## config.mk

```make
export PLATFORM = sky130hd
export DESIGN_NAME = gf233_itinv_flat
export DESIGN_NICKNAME = d
export VERILOG_FILES = /design/src/rtl/gf233_pkg.sv /design/src/rtl/gf233_itinv_if.sv /design/src/rtl/gf233_sqr.sv /design/src/rtl/gf233_itinv.sv /design/src/flat_wrapper.sv
export SDC_FILE = /design/constraint.sdc
export NUM_CORES = 2
export LEC_CHECK = 0
export ABC_CLOCK_PERIOD_IN_PS = 2700
export CORE_AREA = 4 4 454 456
export DETAILED_ROUTE_END_ITERATION = 10
export DIE_AREA = 0 0 458 460
export PLACE_DENSITY = 0.4
export SLEW_MARGIN = 5
export SYNTH_ARGS = -nofsm -noshare
export SYNTH_HDL_FRONTEND = slang
export SYNTH_SLANG_ARGS = --single-unit
```

## constraint.sdc

```tcl
create_clock -name clk -period 2.7 [get_ports clk]
set_input_delay 0.54 -clock clk [delete_from_list [all_inputs] [get_ports clk]]
set_output_delay 0.54 -clock clk [all_outputs]
set_load 0.005 [all_outputs]
```

## src/rtl/gf233_pkg.sv

```systemverilog
// gf233_pkg: field constants, FSM states and addition-chain step tables for the GF(2^233) inverter
package gf233_pkg;
  localparam int M = 233;
  localparam int POLY_MID = 74;
  typedef enum logic [1:0] {IDLE, SQR, MUL, FIN} state_t;
  localparam logic [6:0] SQ_CNT [0:9] = '{7'd1, 7'd1, 7'd3, 7'd1, 7'd7, 7'd14, 7'd1, 7'd29, 7'd58, 7'd116};
  localparam logic USE_A [0:9] = '{1'b1, 1'b1, 1'b0, 1'b1, 1'b0, 1'b0, 1'b1, 1'b0, 1'b0, 1'b0};
endpackage

```

## src/rtl/gf233_itinv_if.sv

```systemverilog
// gf233_itinv_if: request/result and shared-multiplier signals of the inverter
interface gf233_itinv_if;
  import gf233_pkg::*;
  logic start;
  logic busy;
  logic done;
  logic [M-1:0] a_in;
  logic [M-1:0] inv_out;
  logic [M-1:0] mul_a;
  logic [M-1:0] mul_b;
  logic [M-1:0] mul_p;
  modport master (output start, a_in, mul_p, input busy, done, inv_out, mul_a, mul_b);
  modport slave (input start, a_in, mul_p, output busy, done, inv_out, mul_a, mul_b);
endinterface

```

## src/rtl/gf233_sqr.sv

```systemverilog
// gf233_sqr: combinational squarer mod x^233 + x^74 + 1 (spread bits, then fold twice)
module gf233_sqr
  import gf233_pkg::*;
(
  input  logic [M-1:0] a,
  output logic [M-1:0] y
);
  logic [2*M-2:0] s;
  logic [305:0] t;
  logic [72:0] h;
  always_comb begin
    s = '0;
    for (int i = 0; i < M; i++) s[2*i] = a[i];
    t = {74'b0, s[2*M-2:M]} << POLY_MID;
    h = t[305:M];
    y = s[M-1:0] ^ {1'b0, s[2*M-2:M]} ^ t[M-1:0] ^ {160'b0, h} ^ ({160'b0, h} << POLY_MID);
  end
endmodule

```

## src/rtl/gf233_itinv.sv

```systemverilog
// gf233_itinv: Itoh-Tsujii inverter over GF(2^233) driving an external single-cycle multiplier
module gf233_itinv
  import gf233_pkg::*;
(
  input logic clk,
  input logic rst,
  gf233_itinv_if.slave bus
);
  state_t state_q, state_d;
  logic [M-1:0] a_q, a_d, t_q, t_d, s_q, s_d, inv_q, inv_d, t_sq;
  logic [3:0] idx_q, idx_d;
  logic [6:0] cnt_q, cnt_d;
  logic busy_q, busy_d, done_q, done_d;
  gf233_sqr u_sqr (.a(t_q), .y(t_sq));
  always_comb begin
    state_d = state_q;
    a_d = a_q;
    t_d = t_q;
    s_d = s_q;
    inv_d = inv_q;
    idx_d = idx_q;
    cnt_d = cnt_q;
    busy_d = busy_q;
    done_d = 1'b0;
    case (state_q)
      IDLE: if (bus.start) begin
        a_d = bus.a_in;
        t_d = bus.a_in;
        s_d = bus.a_in;
        idx_d = 4'd0;
        cnt_d = SQ_CNT[0];
        busy_d = 1'b1;
        state_d = SQR;
      end
      SQR: begin
        t_d = t_sq;
        cnt_d = cnt_q - 7'd1;
        state_d = (cnt_q == 7'd1) ? MUL : SQR;
      end
      MUL: begin
        t_d = bus.mul_p;
        if (idx_q == 4'd9) state_d = FIN;
        else begin
          idx_d = idx_q + 4'd1;
          cnt_d = SQ_CNT[idx_q + 4'd1];
          s_d = bus.mul_p;
          state_d = SQR;
        end
      end
      FIN: begin
        t_d = t_sq;
        inv_d = t_sq;
        done_d = 1'b1;
        busy_d = 1'b0;
        state_d = IDLE;
      end
    endcase
  end
  always_ff @(posedge clk) begin
    if (rst) begin
      state_q <= IDLE;
      a_q <= '0;
      t_q <= '0;
      s_q <= '0;
      inv_q <= '0;
      idx_q <= '0;
      cnt_q <= '0;
      busy_q <= 1'b0;
      done_q <= 1'b0;
    end else begin
      state_q <= state_d;
      a_q <= a_d;
      t_q <= t_d;
      s_q <= s_d;
      inv_q <= inv_d;
      idx_q <= idx_d;
      cnt_q <= cnt_d;
      busy_q <= busy_d;
      done_q <= done_d;
    end
  end
  assign bus.mul_a = (state_q == MUL) ? t_q : '0;
  assign bus.mul_b = (state_q == MUL) ? (USE_A[idx_q] ? a_q : s_q) : '0;
  assign bus.busy = busy_q;
  assign bus.done = done_q;
  assign bus.inv_out = inv_q;
endmodule
```

## src/flat_wrapper.sv

```systemverilog
// flat-port wrapper written by rule: the top's interface ports become plain ports
module gf233_itinv_flat import gf233_pkg::*;
  (clk, rst, bus_start, bus_a_in, bus_mul_p, bus_busy, bus_done, bus_inv_out, bus_mul_a, bus_mul_b);
  gf233_itinv_if bus_i ();
  input logic clk;
  input logic rst;
  input wire logic [$bits(bus_i.start)-1:0] bus_start;
  input wire logic [$bits(bus_i.a_in)-1:0] bus_a_in;
  input wire logic [$bits(bus_i.mul_p)-1:0] bus_mul_p;
  output wire logic [$bits(bus_i.busy)-1:0] bus_busy;
  output wire logic [$bits(bus_i.done)-1:0] bus_done;
  output wire logic [$bits(bus_i.inv_out)-1:0] bus_inv_out;
  output wire logic [$bits(bus_i.mul_a)-1:0] bus_mul_a;
  output wire logic [$bits(bus_i.mul_b)-1:0] bus_mul_b;
  assign bus_i.start = bus_start;
  assign bus_i.a_in = bus_a_in;
  assign bus_i.mul_p = bus_mul_p;
  assign bus_busy = bus_i.busy;
  assign bus_done = bus_i.done;
  assign bus_inv_out = bus_i.inv_out;
  assign bus_mul_a = bus_i.mul_a;
  assign bus_mul_b = bus_i.mul_b;
  gf233_itinv u_core (.clk(clk), .rst(rst), .bus(bus_i));
endmodule
```

After elaboration in Yosys (flattened, before gate mapping)
Memory sizes are Yosys's and may differ from the RTL's.
Index checks and enable logic that the tools add are counted.
{"block": "word_totals", "regBits": 947, "rom_bits": 128, "input_bits": 469, "mem_count": 2}
{"block": "op_classes", "n_addsub": 2, "magnitude_cmp": 2, "eq_ne": 7, "mux": 24, "n_bitwise": 6, "n_reduce_logical": 9}
{"name": "(no name shown)", "depth": 16, "width": 7, "read_ports": 1, "rd_clocked_by_memory_dff": 0, "wr": 0, "line": "gf233_itinv.sv:45", "text": "cnt_d = SQ_CNT[idx_q + 4'd1];"}
{"name": "(no name shown)", "depth": 16, "width": 1, "read_ports": 1, "rd_clocked_by_memory_dff": 0, "wr": 0, "line": "gf233_itinv.sv:83", "text": "assign bus.mul_b = (state_q == MUL) ? (USE_A[idx_q] ? a_q : s_q) : '0;"}
{"operator": "two-way mux 233 bit", "count": 5}
{"operator": "one-hot mux 233 bit (3 select lines)", "count": 1}
{"operator": "one-hot mux 233 bit (2 select lines)", "count": 1}
{"operator": "XOR 233 x 232 -> 233 bit", "count": 2}
{"operator": "XOR 233 x 147 -> 233 bit", "count": 1}
{"operator": "XOR 233 x 73 -> 233 bit", "count": 1}
{"operator": "two-way mux 7 bit", "count": 4}
{"operator": "one-hot mux 7 bit (3 select lines)", "count": 1}
{"operator": "greater-or-equal comparator 5 bit, second input constant", "count": 2}
{"operator": "NOT 4 -> 5 bit", "count": 2}
{"operator": "two-way mux 4 bit", "count": 2}
{"operator": "one-hot mux 2 bit (4 select lines)", "count": 1}
{"operator": "one-hot mux 4 bit (2 select lines)", "count": 1}
{"operator": "equality test 7 x 1 -> 1 bit, second input constant", "count": 1}
{"operator": "subtractor 7 x 1 -> 7 bit, second input constant", "count": 1}
{"operator": "two-way mux 2 bit", "count": 3}
{"operator": "AND reduction 3 bit", "count": 2}
{"operator": "adder 4 x 1 -> 4 bit, second input constant", "count": 1}
{"operator": "equality test 2 bit, second input constant", "count": 2}
{"operator": "equality test 4 bit, second input constant", "count": 1}
{"operator": "two-way mux 1 bit", "count": 4}
{"operator": "inequality test 2 bit, second input constant", "count": 2}
{"operator": "AND reduction 2 bit", "count": 2}
{"operator": "nonzero test 2 bit", "count": 2}
{"operator": "5 further kinds", "count": 5}

Longest topological paths before layout
{"block": "depth", "word_depth": 7, "depth_mapped": 13, "depth_no_buf": 7}

Hierarchy
From an unflattened synthesis, not the netlist that was laid out.
{"block": "unflattened", "cells_unflattened": 5303, "hier_area_um2": 45727.6}
{"module": "gf233_itinv", "n_inst": 1, "cells_per_inst": 5070, "area_each_um2": 43787.0, "seq_area_each_um2": 18958.2}
{"module": "gf233_sqr", "n_inst": 1, "cells_per_inst": 233, "area_each_um2": 1940.6, "seq_area_each_um2": 0.0}

Worst setup path after synthesis
OpenSTA, ideal clock, no wires.
{"block": "synth_path", "kind": "register -> output", "from": "register u_core.state_q[0]", "to": "output bus_mul_a[212]", "arrival_ps": 1951, "slack_ps": 209, "stages_incl_launch_ff": 10, "cell_sequence": "dfxtp_1 clkbuf_1 clkbuf_1 inv_1 ha_1 buf_4 buf_2 buf_2 clkbuf_1 and2_1"}
{"block": "synth_via", "elab_chain_len": 2}
{"item": "start: declaration", "line": "gf233_itinv.sv:9", "text": "state_t state_q, state_d;"}
{"item": "start signal: assignment", "line": "gf233_itinv.sv:71", "text": "state_q <= state_d;"}
{"item": "equality test 2 bit", "line": "gf233_itinv.sv:82", "text": "assign bus.mul_a = (state_q == MUL) ? t_q : '0;"}
{"item": "two-way mux 233 bit", "line": "gf233_itinv.sv:82"}
{"item": "end: declaration", "line": "flat_wrapper.sv:13", "text": "output wire logic [$bits(bus_i.mul_a)-1:0] bus_mul_a;"}
No other way between the ends.

Worst setup path in the final report
{"block": "layout_path", "from": "register u_core.idx_q[0]", "to": "output bus_mul_b[26]"}
{"block": "layout_via", "elab_chain_len": 6}
{"item": "start: declaration", "line": "gf233_itinv.sv:11", "text": "logic [3:0] idx_q, idx_d;"}
{"item": "start signal: assignment", "line": "gf233_itinv.sv:76", "text": "idx_q <= idx_d;"}
{"item": "NOT 4 -> 5 bit (not written as such)", "line": "gf233_itinv.sv:83"}
{"item": "memory read (16 x 1 bit)"}
{"item": "two-way mux 1 bit (not written as such) (2 in a row)", "line": "gf233_itinv.sv:83"}
{"item": "two-way mux 233 bit (2 in a row)", "line": "gf233_itinv.sv:83"}
{"item": "end: declaration", "line": "flat_wrapper.sv:14", "text": "output wire logic [$bits(bus_i.mul_b)-1:0] bus_mul_b;"}
No other way between the ends. The select of a mux whose other input is x is not followed.

==> metrics.txt <==
# TYPE chip_impl_metric gauge
chip_impl_info{name="run_status",value="finished, violations left"} 1
chip_impl_metric{name="post_drt_via_cell_ratio",unit=""} 5.008
chip_impl_metric{name="skew_final",unit="ns"} 0.04157
chip_impl_metric{name="asyncSetResetFlopFracSynth",unit=""} 0
chip_impl_info{name="clockRootBuffer",value="clkbuf_16"} 1
chip_impl_metric{name="clock_sinks",unit=""} 947
chip_impl_metric{name="largest_net_degree_at_the_start_of_global_routing",unit=""} 96
chip_impl_metric{name="clock_power_share",unit=""} 0.409
chip_impl_metric{name="combined_area_of_the_multi_input_logic_cells",unit="sq um"} 27730
chip_impl_metric{name="route.antenna.remaining_nets",unit=""} 0
chip_impl_info{name="synth_ff_type",value="dfxtp_1"} 1
chip_impl_metric{name="p_sw",unit="W"} 0.01385
chip_impl_metric{name="filler_cell_count",unit=""} 20670
chip_impl_metric{name="final-setup-viol-count",unit=""} 438
chip_impl_metric{name="timing.hold.ws",unit="ns"} 0.2306
chip_impl_metric{name="holdPathStages",unit=""} 2
chip_impl_metric{name="internal_power",unit="W"} 0.02867
chip_impl_metric{name="flow.area_growth_from_synthesis",unit="%"} 62.73
chip_impl_metric{name="share_comb_of_total_power",unit=""} 0.202
chip_impl_metric{name="wl_per_cell",unit="microns"} 34.02
chip_impl_info{name="hold_path_class",value="in2reg"} 1
chip_impl_metric{name="synth-edff-count",unit=""} 0
chip_impl_info{name="critical_path.endpoint_type",value="output port"} 1
chip_impl_metric{name="synth.yosys.seq_area_share",unit=""} 0.4066
chip_impl_metric{name="first_global_vias",unit=""} 46790
chip_impl_metric{name="cts.reportedPaths.clkPinSlew",unit="ns"} 0.06
chip_impl_info{name="timing_worst_setup_path_type",value="reg2out"} 1
chip_impl_metric{name="number_of_slew_limit_violations_in_the_final_report",unit=""} 0
chip_impl_metric{name="remaining_drc_errors",unit=""} 0
chip_impl_metric{name="tightest_slew",unit="ns"} 0.8729
chip_impl_metric{name="worst-r2r-cell-count",unit=""} 7
chip_impl_info{name="cts_tree",value="done"} 1
chip_impl_metric{name="worst_slack",unit="ns"} -0.6798
chip_impl_metric{name="clock_tree.htree_level_count",unit=""} 3
chip_impl_metric{name="drt_iter0_markers",unit=""} 4065
chip_impl_metric{name="worst_ep_required_time",unit="ns"} 2.16
chip_impl_info{name="most-common-layout-cells",value="dfxtp_1 (943), nand2_1 (703), clkdlybuf4s50_1 (701)"} 1
chip_impl_info{name="failing_checks",value="negative setup slack"} 1
chip_impl_metric{name="synthCells",unit=""} 5234
chip_impl_metric{name="rows",unit=""} 165
chip_impl_metric{name="postSynthAreaPerCell",unit="sq um"} 8.908
chip_impl_metric{name="power.static_leakage",unit="nW"} 29.71
chip_impl_info{name="rsz0062_at_grt",value="yes"} 1
chip_impl_metric{name="power.density",unit="nW/um^2"} 560.4
chip_impl_metric{name="die_area",unit="sq um"} 210700
chip_impl_metric{name="timing.fmax",unit="MHz"} 295.9
chip_impl_metric{name="grt_remaining_overflow",unit=""} 0
chip_impl_metric{name="gr-usage-all-layers",unit=""} 0.2955
chip_impl_info{name="layout.cells.most_common",value="dfxtp_1"} 1
chip_impl_metric{name="power.switching_fraction",unit=""} 0.3258
chip_impl_metric{name="routed_wl",unit="microns"} 331200
chip_impl_metric{name="clk_path_buf_depth",unit=""} 3
chip_impl_metric{name="finish.utilization",unit=""} 0.3762
chip_impl_metric{name="dp_hpwl",unit="microns"} 245300
chip_impl_metric{name="ys_types",unit=""} 47
chip_impl_metric{name="dr.pass1.iters",unit=""} 5
chip_impl_metric{name="fin_crit_sh",unit=""} 1.252
chip_impl_metric{name="worst-path-max-fanout",unit=""} 6
chip_impl_metric{name="post_cts_hold_buffer_count",unit=""} 0
chip_impl_metric{name="slew_headroom",unit=""} 0.4180
chip_impl_metric{name="synth_fp_nets",unit=""} 5714
chip_impl_info{name="critPathLaunch",value="u_core.idx_q[0]$_SDFFE_PP0P_"} 1
chip_impl_metric{name="start_util",unit=""} 0.2312
chip_impl_metric{name="die-height",unit="microns"} 460
chip_impl_metric{name="syn_area",unit="sq um"} 46630
chip_impl_metric{name="ys_seq_elements",unit=""} 947
chip_impl_metric{name="cts_buffers",unit=""} 119
chip_impl_metric{name="core_box_area",unit="sq um"} 201700
chip_impl_metric{name="port_buffers",unit=""} 1169
chip_impl_info{name="timing.hold.worst.start",value="rst"} 1
chip_impl_info{name="worst_r2r_src",value="u_core.state_q[0]$_SDFFE_PP0P_"} 1
chip_impl_metric{name="grt_antenna_before_repair",unit=""} 78
chip_impl_metric{name="clock_latency",unit="ns"} 0.79
chip_impl_metric{name="synth.yosys.warnings",unit=""} 0
chip_impl_metric{name="power.sequential.fraction",unit=""} 0.389
chip_impl_metric{name="fin_nets",unit=""} 7403
chip_impl_metric{name="floorplan.io_pins",unit=""} 1170
chip_impl_metric{name="dr_total_vias",unit=""} 48750
chip_impl_metric{name="maxCapViolCount",unit=""} 0
chip_impl_info{name="critical_path.startpoint_type",value="flop"} 1
chip_impl_metric{name="fin_crit",unit="ns"} 3.380
chip_impl_metric{name="layout-drive-gt1-share",unit=""} 0.3404
chip_impl_metric{name="grt_first_pass_wirelength",unit="microns"} 429700
chip_impl_metric{name="placement.setup.worst_slack",unit="ns"} -0.4700
chip_impl_metric{name="finalWeightedCongestion",unit=""} 0.8949
chip_impl_metric{name="critical_path_arrival",unit="ns"} 2.84
chip_impl_metric{name="floorplan.die.width",unit="microns"} 458
chip_impl_metric{name="power.ir.vdd_worst",unit="V"} 0.0004959
chip_impl_metric{name="seq_area",unit="sq um"} 18970
chip_impl_metric{name="hold_violations",unit=""} 0
## critical path: stages (launching register included)
cell      delay (ns)
dfxtp_2         0.33
inv_2           0.05
ha_4            0.16
xnor2_2         0.17
nor2b_4         0.27
buf_8           0.16
buf_12          0.15
buf_8           0.13
buf_8           0.10
buf_6           0.10
buf_6           0.10
nand2_2         0.04
a21boi_2        0.15
buf_2           0.14
## cell type report
cell class	count	share of cell area
inverters	9	0.0004782
flip-flops and latches	947	0.2500
clock buffers	174	0.04624
diodes	35	0.001154
well taps	2672	0.04406
clock inverters	51	0.008426
repair buffers	2071	0.2843
multi-input cells	3775	0.3654
## flip-flops by register name, indices dropped and copies added (netlist names)
register and cells:
u_core.bus.done 1, u_core.idx_q 4, u_core.cnt_q 7, u_core.a_q 233, u_core.s_q 233, u_core.t_q 233, u_core.bus.inv_out 233, u_core.state_q 2
u_core.bus.busy 1
## logic make-up (layout without fill, tap and decap cells)
kind of cell               after synthesis  in the layout  share of synthesized area
AOI/OAI and AO/OA                     1223           1223                     0.2089
other                                    0             35                          0
DFF                                    947            947                     0.4066
xor gates and xnor gates               160            160                    0.03006
muxes                                  688            688                     0.1477
and+or+nand+nor                       1693           1693                     0.1519
buffers and inverters                  512           2305                    0.05187
adders and majority gates               11             11                   0.002952
## metal layers
metal | wire (microns) | vias to the layer above | global-route usage
met5 | 342 | - | 0
met4 | 15030 | 50 | 0.1210
met3 | 25750 | 470 | 0.08064
met2 | 150900 | 1995 | 0.4747
met1 | 139100 | 24390 | 0.3734
li1 | - | 21840 | -
## synth_stat cells (all sizes together), types with 2 or more instances
| master | instances | area, sq um |
|---|---|---|
| a211oi | 467 | 4502 |
| a21boi | 233 | 1749 |
| a21oi | 269 | 1346 |
| a221oi | 221 | 1936 |
| a22oi | 2 | 15.01 |
| a31oi | 2 | 12.51 |
| and2 | 247 | 1545 |
| buf | 239 | 1394 |
| clkbuf | 264 | 991.0 |
| dfxtp | 947 | 18960 |
| ha | 11 | 137.6 |
| inv | 9 | 33.78 |
| mux2i | 688 | 6887 |
| nand2 | 942 | 3536 |
| nand2b | 3 | 21.27 |
| nand3 | 4 | 20.02 |
| nand3b | 6 | 45.04 |
| nand4 | 2 | 12.51 |
| nand4b | 3 | 41.29 |
| nor2 | 475 | 1783 |
| nor2b | 5 | 33.78 |
| nor3 | 2 | 15.01 |
| o21ai | 20 | 103.9 |
| o21bai | 2 | 15.01 |
| xnor2 | 15 | 131.4 |
| xor2 | 145 | 1270 |
## power by group through the flow
| stage | logic (W) | clock network (W) | registers, W |
|---|---|---|---|
| 3_5_place_dp | 0.00820 | 0 | 0.0167 |
| 5_1_grt | 0.00908 | 0.0182 | 0.0166 |
| 2_1_floorplan | 0.00386 | 0 | 0.0160 |
| 6_report | 0.00858 | 0.0174 | 0.0165 |
| 3_3_place_gp | 0.00814 | 0 | 0.0167 |
| 4_1_cts | 0.00838 | 0.0177 | 0.0164 |
## through the flow
| stage | instance area, sq um | cells | total power [W] | TNS, ns |
|---|---|---|---|---|
| 2_1_floorplan | 46630 | 5234 | 0.01986 | 0 |
| 3_3_place_gp | 63930 | 9024 | 0.02484 | -56.51 |
| 3_5_place_dp | 63930 | 9024 | 0.02488 | -54.40 |
| 4_1_cts | 72430 | 9527 | 0.04253 | -237.72 |
| 5_1_grt | 75830 | 9716 | 0.04388 | -209.41 |
| 6_report | 75880 | 9734 | 0.04252 | -161.81 |
## final timing paths
kind / to / slack [ns]
worst max-delay path: bus_mul_b[26] / -0.68
worst min-delay path: u_core.state_q[1]$_SDFFE_PP0P_ / 0.23
worst max register to register: u_core.t_q[87]$_SDFFE_PP0P_ / 0.06
worst min register to register: u_core.a_q[24]$_SDFFE_PP0P_ / 0.46
## what timing repair did
item | CTS | global route
endpoints found under the setup margin | 466 | 687
pin swaps | 105 | 263
buffers inserted | 245 | 239
hold endpoints to repair | 0 | 0
gates resized for setup | 2093 | 1257
gates cloned | 46 | 17
No activity file was read; power rests on OpenSTA's default activity.
